## config.mk

```make
export PLATFORM = sky130hd
export DESIGN_NAME = ascon_perm_core
export DESIGN_NICKNAME = d
export VERILOG_FILES = /design/src/rtl/ascon_perm_core_pkg.sv /design/src/rtl/ascon_perm_core_round.sv /design/src/rtl/ascon_perm_core.sv
export SDC_FILE = /design/constraint.sdc
export NUM_CORES = 2
export LEC_CHECK = 0
export CAP_MARGIN = 20
export CORE_MARGIN = 3
export CORE_UTILIZATION = 50
export CTS_CLUSTER_DIAMETER = 30
export DETAILED_ROUTE_END_ITERATION = 16
export GPL_ROUTABILITY_DRIVEN = 0
export PLACE_DENSITY = 0.84
export SLEW_MARGIN = 5
export SYNTH_ARGS = -nofsm -noshare
export SYNTH_HDL_FRONTEND = slang
export SYNTH_HIERARCHICAL = 1
export SYNTH_SLANG_ARGS = --single-unit
```

## constraint.sdc

```tcl
create_clock -name clk -period 4.3 [get_ports clk]
set_clock_uncertainty 0.05 [all_clocks]
set_input_delay 0.86 -clock clk [delete_from_list [all_inputs] [get_ports clk]]
set_output_delay 0.86 -clock clk [all_outputs]
set_load 0.01 [all_outputs]
```

## src/rtl/ascon_perm_core_pkg.sv

```systemverilog
// Shared types and constants for the Ascon permutation core: state layout,
// FSM encoding, linear-layer rotate amounts and round-constant helpers.
package ascon_perm_core_pkg;

    localparam int ASCON_ROUNDS = 12;
    localparam int WORDS        = 5;

    typedef logic [63:0] word_t;
    typedef word_t state_t [WORDS];

    typedef enum logic [1:0] {
        S_IDLE,
        S_RUN,
        S_DONE
    } perm_state_e;

    // Linear diffusion: x[i] ^= ror(x[i], ROT_A[i]) ^ ror(x[i], ROT_B[i])
    localparam int ROT_A [WORDS] = '{19, 61, 1, 10, 7};
    localparam int ROT_B [WORDS] = '{28, 39, 6, 17, 41};

    // Round r constant: high nibble counts down from F, low nibble counts up.
    function automatic logic [7:0] round_const(input logic [3:0] r);
        return {4'hF - r, r};
    endfunction

    function automatic word_t ror64(input word_t x, input int k);
        return (x >> k) | (x << (64 - k));
    endfunction

endpackage

```

## src/rtl/ascon_perm_core_round.sv

```systemverilog
// One combinational Ascon round (constant addition, S-box layer, linear layer)
// plus the bit-sliced 5-bit S-box layer it instantiates.
module substitute
    import ascon_perm_core_pkg::*;
(
    input  state_t state,
    output state_t result
);

    state_t a;
    state_t t;
    state_t b;

    // NOTE: blocking assignments here; each intermediate is consumed later in the same evaluation.
    always_comb begin
        a[0] = state[0] ^ state[4];
        a[1] = state[1];
        a[2] = state[2] ^ state[1];
        a[3] = state[3];
        a[4] = state[4] ^ state[3];
        for (int i = 0; i < WORDS; i++) begin
            t[i] = ~a[i] & a[(i + 1) % WORDS];
        end
        for (int i = 0; i < WORDS; i++) begin
            b[i] = a[i] ^ t[(i + 1) % WORDS];
        end
        result[0] = b[0] ^ b[4];
        result[1] = b[1] ^ b[0];
        result[2] = ~b[2];
        result[3] = b[3] ^ b[2];
        result[4] = b[4];
    end

endmodule

module ascon_round
    import ascon_perm_core_pkg::*;
(
    output state_t     result,
    input  state_t     state,
    input  logic [3:0] r
);

    state_t added;
    state_t sboxed;

    always_comb begin
        for (int i = 0; i < WORDS; i++) begin
            added[i] = state[i];
        end
        added[2] = state[2] ^ {56'd0, round_const(r)};
    end

    substitute u_sbox (
        .state  (added),
        .result (sboxed)
    );

    always_comb begin
        for (int i = 0; i < WORDS; i++) begin
            result[i] = sboxed[i] ^ ror64(sboxed[i], ROT_A[i]) ^ ror64(sboxed[i], ROT_B[i]);
        end
    end

endmodule

```

## src/rtl/ascon_perm_core.sv

```systemverilog
// Iterative Ascon p[n] engine with valid/ready handshakes on both sides.
// Optional build macro ASCON_PERM_ZEROIZE_EN clears state and out_state after each output handshake.
module ascon_perm_core
    import ascon_perm_core_pkg::*;
#(
    parameter int UNROLL     = 1,
    parameter int MAX_ROUNDS = ASCON_ROUNDS
) (
    input  logic        clk,
    input  logic        rst,
    input  logic        in_valid,
    output logic        in_ready,
    input  logic [63:0] in_state [5],
    input  logic [3:0]  in_rounds,
    output logic        out_valid,
    input  logic        out_ready,
    output logic [63:0] out_state [5],
    output logic        out_err,
    busy
);

    generate
        if (UNROLL != 1 && UNROLL != 2) begin : g_bad_unroll
            $error("ascon_perm_core: UNROLL must be 1 or 2");
        end
        if (MAX_ROUNDS != ASCON_ROUNDS) begin : g_bad_rounds
            $error("ascon_perm_core: MAX_ROUNDS must be 12");
        end
    endgenerate

    localparam logic [3:0] STEP = 4'(UNROLL);
    localparam logic [3:0] LAST = 4'(MAX_ROUNDS);

    perm_state_e fsm;
    state_t      st_q;
    logic [3:0]  r_q;

    state_t      round_in;
    state_t      round_out;
    logic [3:0]  r_base;
    logic [3:0]  r_next;
    logic        last;
    logic        legal;

    // The first UNROLL rounds are applied on the accept edge, so n/UNROLL edges produce the result.
    always_comb begin
        for (int i = 0; i < WORDS; i++) begin
            round_in[i] = (fsm == S_IDLE) ? in_state[i] : st_q[i];
        end
        r_base = (fsm == S_IDLE) ? (LAST - in_rounds) : r_q;
        r_next = r_base + STEP;
        last   = (r_next == LAST);
        legal  = (in_rounds != 4'd0) && (in_rounds <= LAST) &&
                 ((UNROLL == 1) || !in_rounds[0]);
    end

    generate
        if (UNROLL == 2) begin : g_two
            state_t round_mid;
            ascon_round u_round0 (
                .result (round_mid),
                .state  (round_in),
                .r      (r_base)
            );
            ascon_round u_round1 (
                .result (round_out),
                .state  (round_mid),
                .r      (r_base + 4'd1)
            );
        end else begin : g_one
            ascon_round u_round0 (
                .result (round_out),
                .state  (round_in),
                .r      (r_base)
            );
        end
    endgenerate

    always_ff @(posedge clk) begin
        if (rst) begin
            // NOTE: the wide state registers are reset too, so out_state reads 0 straight after reset.
            fsm       <= S_IDLE;
            in_ready  <= 1'b1;
            out_valid <= 1'b0;
            out_err   <= 1'b0;
            busy      <= 1'b0;
            r_q       <= 4'd0;
            st_q      <= '{default: '0};
            out_state <= '{default: '0};
        end else begin
            case (fsm)
                S_IDLE: begin
                    if (in_valid) begin
                        in_ready <= 1'b0;
                        busy     <= 1'b1;
                        if (!legal) begin
                            out_state <= in_state;
                            out_err   <= 1'b1;
                            out_valid <= 1'b1;
                            fsm       <= S_DONE;
                        end else begin
                            st_q    <= round_out;
                            r_q     <= r_next;
                            out_err <= 1'b0;
                            if (last) begin
                                out_state <= round_out;
                                out_valid <= 1'b1;
                                fsm       <= S_DONE;
                            end else begin
                                fsm <= S_RUN;
                            end
                        end
                    end
                end
                S_RUN: begin
                    st_q <= round_out;
                    r_q  <= r_next;
                    if (last) begin
                        out_state <= round_out;
                        out_valid <= 1'b1;
                        fsm       <= S_DONE;
                    end
                end
                S_DONE: begin
                    if (out_ready) begin
                        out_valid <= 1'b0;
                        in_ready  <= 1'b1;
                        busy      <= 1'b0;
                        fsm       <= S_IDLE;
`ifdef ASCON_PERM_ZEROIZE_EN
                        st_q      <= '{default: '0};
                        out_state <= '{default: '0};
`endif
                    end
                end
                default: begin
                    fsm <= S_IDLE;
                end
            endcase
        end
    end

endmodule

```

Word-level counts from Yosys, hierarchy flattened
Index checks and enable logic that the tools add are counted.
{"block": "totals", "ff_bits": 650, "input_bits": 328, "output_inout_bits": 324, "elab_cells": 115}
{"block": "op_classes", "addsub": 3, "n_lt_le_gt_ge": 1, "n_eq_ne": 7, "n_mux": 33, "bitwise_logic": 43, "n_reduce_logical": 12}
{"op": "$mux 320", "n": 5}
{"op": "$xor 64x64->64", "n": 21}
{"op": "$pmux 320 s2", "n": 2}
{"op": "$not 64->64", "n": 6}
{"op": "$and 64x64->64", "n": 5}
{"op": "$mux 64", "n": 5}
{"op": "$or 23x64->64", "n": 1}
{"op": "$or 25x64->64", "n": 1}
{"op": "$or 3x64->64", "n": 1}
{"op": "$or 36x64->64", "n": 1}
{"op": "$or 45x64->64", "n": 1}
{"op": "$or 47x64->64", "n": 1}
{"op": "$or 54x64->64", "n": 1}
{"op": "$or 57x64->64", "n": 1}
{"op": "$or 58x64->64", "n": 1}
{"op": "$or 63x64->64", "n": 1}
{"op": "$xor 64x8->64", "n": 1}
{"op": "$mux 4", "n": 3}
{"op": "$reduce_and 3->1", "n": 4}
{"op": "$mux 2", "n": 5}
{"op": "$mux 1", "n": 8}
{"op": "$ne 2x2->1 const B", "n": 4}
{"op": "$pmux 4 s2", "n": 1}
{"op": "$sub 4x4->4 const A", "n": 2}
{"op": "14 further kinds", "n": 17}

Logic depth before layout (Yosys ltp)
{"block": "depth", "word_depth": 16, "ltp_mapped": 15, "mapped_depth_nobuf": 12}

Hierarchy
The synthesis kept the hierarchy.
{"mod": "ascon_perm_core", "instances": 1, "cells_each": 2963, "area_per_inst_um2": 27671.5, "seq_area_each_um2": 13012.5}
{"mod": "substitute", "instances": 1, "cells_each": 1089, "area_per_inst_um2": 8567.0, "seq_area_each_um2": 0.0}
{"mod": "ascon_round", "instances": 1, "cells_each": 328, "area_per_inst_um2": 7696.1, "seq_area_each_um2": 0.0}

Worst setup path after synthesis
No wires, ideal clock.
{"block": "synth_timing", "kind": "reg2reg", "start": "register fsm[0]", "end": "register out_state[116] (netlist bit)", "setup_time_ns": 0.122, "t_arrival_ns": 3.951, "required_ns": 4.128, "path_slack_ns": 0.178, "path_stages_with_launch": 14, "n_path_buf": 5, "period_less_slack_ns": 4.122, "cell_sequence": "dfxtp_1 > inv_1 > ha_1 > buf_2 > clkbuf_1 > clkbuf_1 > clkbuf_1 > clkbuf_1 > mux2_2 > ha_1 > xor2_1 > xnor2_1 > xor3_1 > a221o_1"}
{"element": "from (decl)", "line": "ascon_perm_core.sv:34", "text": "perm_state_e fsm;"}
{"element": "from (signal assigned)", "line": "ascon_perm_core.sv:82", "text": "fsm <= S_IDLE;"}
{"element": "from (signal assigned)", "line": "ascon_perm_core.sv:100", "text": "fsm <= S_DONE;"}
{"element": "from (signal assigned)", "line": "ascon_perm_core.sv:108", "text": "fsm <= S_DONE;"}
{"element": "to (signal assigned)", "line": "ascon_perm_core.sv:97", "text": "out_state <= in_state;"}
{"element": "to (signal assigned)", "line": "ascon_perm_core.sv:106", "text": "out_state <= round_out;"}
{"element": "to (signal assigned)", "line": "ascon_perm_core.sv:119", "text": "out_state <= round_out;"}
{"element": "to (decl)", "line": "ascon_perm_core.sv:17", "text": "output logic [63:0] out_state [5],"}

==> reports/summary.md <==
• status: complete, but fails checks
• violations in the final reports: setup timing
• number of maximum-capacitance violations: 0
• wire length of the first global-routing pass: 280,000 um
• area growth from synthesis to final layout: 33.6%
• Async S/R FF share, synth: 0%
• critical path peak fanout: 18
• Max Clk Rate: 231 MHz
• type of the worst setup path: reg2reg
• count of flip-flops with a built-in enable after synthesis: 0
• DIE HEIGHT: 302 um
• worst slew margin relative to its limit: 14.6%
• multiplexer fraction of the synthesized cell area: 9.74%
• Mapped Area: 43,900 um^2
• slowest cell on the critical path: xnor2_1
• count of vias placed by the detailed router: 41,800
• Detail Placement HPWL: 152,000 um
• clock sinks: 650
• synthesized area divided by synthesized cell count: 10.0 um^2
• proportion of synthesized chip area in sequential cells: 29.6%
• adder-cell share of the synthesized area: 5.30%
• max incr delay on CP: 1.01 ns
• Min Clock Period, post-route: 4.32 ns
• net total in the final layout: 5,706
• Worst Setup Start Kind: flip-flop
• Most used DFF post-synth: dfxtp_1
• Die Area: 91,500 um^2
• hold_buf cts: 0
• list of most frequent post-synthesis cells: 777 x nand2_1, 650 x dfxtp_1, 330 x a21oi_1
• slew of the pin with the lowest slew margin: 1.27 ns
• initial antenna violation count: 22
• Core ar.: 86,900 um^2
• initial standard-cell utilization of the core: 50.6%
• net count after synthesis: 4,843
• arrival time reported for the critical path endpoint: 4.91 ns
• most common cell in the netlist: nand2_1
• Via-to-Cell Ratio: 6.41
• wire length per cell after detailed routing: 31.0 um
• Hold Vio Cnt, Final: 0
• Final period util: 101%
• clock slew at reported path FFs: 0.05 ns
• latest clock arrival within the worst-skew pair: 0.78 ns
• Final setup violation count: 1
• final worst slack: -0.0222 ns
• number of placement rows: 108
• total negative setup slack: -0.0222 ns
• compound-cell area share of the yosys netlist: 11.5%
• final hold slack: 0.396 ns
• most area-hungry cell type in the Yosys netlist: dfxtp_1
• clk root buf: clkbuf_16
• synthesized instance count: 4,380
• Setup crit end kind: flip-flop
• Critical Path, Cell by Cell: inv_1 -> ha_4 -> buf_12 -> buf_12 -> mux2_2 -> inv_1 -> ha_1 -> xor2_1 -> xnor2_1 -> buf_4 -> xor3_1 -> a221o_1
• violation count after the first detailed-routing iteration: 6,039
• via count of the first global-routing pass: 40,300
• ranking of synthesized cells by area: dfxtp_1 30%, xor3_1 17%, mux2_2 8.3%
• clock tree from TritonCTS: done
• H-tree depth: 4
• pin count of the biggest net entering global routing: 156
• Remaining DRCs: 0
• maximum count of clock buffers along a single path: 3
• number of iterations in the first detailed-routing pass: 7
• Pins Over Slew Limit: 0
• non-filler cells in the finished layout: 6,526
• total track usage: 42.6%
• Filler Cells Inserted: 5,977
• cell total after placement: 6,257
• GRT overflow: 0
• synthesized-area fraction occupied by xor and xnor cells: 27.8%
• count of different cell masters after synthesis: 45
• I/O Pins: 652
• main combinational cell family by area after synthesis: XOR/XNOR gates
• Place WS: -0.0296 ns
• RSZ-0062 raised after global routing: false
• remaining number of nets flagged by the antenna check after routing: 0
• DIE WIDTH: 302 um
• total wire length after detailed routing: 202,000 um
• share of final-layout standard cells stronger than drive strength 1: 17.5%
• number of buffers added by the clock tree synthesis step: 139
• data required time of the critical path: 4.89 ns
• HP Class: reg2reg
• share of synthesized cell area in and, or, nand and nor gates: 11.7%
• yosys synthesis warning count: 6
• fraction of synthesized cell area taken by the top area cell type: 29.6%
• post-synthesis sequential element count: 650
• number of input and output port buffers inserted: 651
final cells by class:
type	count	area, um^2	share of cell area (%)
clock inverters	74	881	1.50
repair buffers	1013	9640	16.4
diodes	19	47.5	0.0810
multi-input cells	3238	29100	49.5
flip-flops and latches	650	13000	22.2
clock buffers	176	3850	6.56
well taps	1155	1450	2.46
inverters	201	754	1.29
state kept, by name (all words and copies together), names as in the netlist:
signal,cells
out_state,320
fsm,2
st_q,320
out_valid,1
out_err,1
busy,1
r_q,4
in_ready,1
cell families after synthesis:
logic type               after synthesis
AO/OA/AOI/OAI                        676
XOR/XNOR                             842
adder cells (fa/ha/maj)              199
buffers and inverters                492
flip-flops                           650
multiplexers                         387
AND/OR/NAND/NOR                     1134
worst max-delay path, delay by kind of cell (launching register included):
kind | cells | cell delay, ns
flip-flops | 1 | 0.32
buffers and inverters | 5 | 0.96
AO/OA/AOI/OAI | 1 | 0.35
multiplexers | 1 | 0.38
XOR/XNOR | 3 | 1.48
adder cells (fa/ha/maj) | 2 | 0.60
cell usage in the layout, fill, tap and decap left out, types with 259 or more instances in the layout:
cell / synthesis / final
nand2_1: 777 / 777
dfxtp_1: 650 / 650
clkdlybuf4s50_1: 0 / 650
a21oi_1: 330 / 330
buf_4: 20 / 330
mux2_2: 323 / 323
and3_1: 321 / 321
a221o_1: 320 / 320
xor3_1: 315 / 315
xnor2_1: 263 / 262
xor2_1: 259 / 259
path summary, 6_finish.rpt:
| check | from | to | slack [ns] | cells after the start |
|---|---|---|---|---|
| worst max-delay path | fsm[0] | out_state[114] | -0.02 | 12 |
| worst min-delay path | st_q[72] | st_q[72] | 0.40 | 2 |
| worst max register to register | fsm[0] | out_state[114] | -0.02 | 12 |
| worst min register to register | st_q[72] | st_q[72] | 0.40 | 2 |
timing repair:
item	CTS	global route
gates resized for setup	0	1
buffers inserted	0	0
endpoints found under the setup margin	0	1
metal layers:
layer	share of wire, %	global-route usage [%]
met1	33	48.9
met2	42	62.4
met3	15	18.0
met4	9.7	33.9
met5	0.083	0.847
through the flow:
step	util [%]	instance area, um^2
after CTS	67.5	58600
final	67.5	58700
after global placement	62.0	53900
after floorplan	-	43900
after global routing	67.5	58700
after detailed placement	62.0	53900
Power is not shown: default switching activity piles up to over one toggle a cycle in this logic, so the estimate is an artifact.
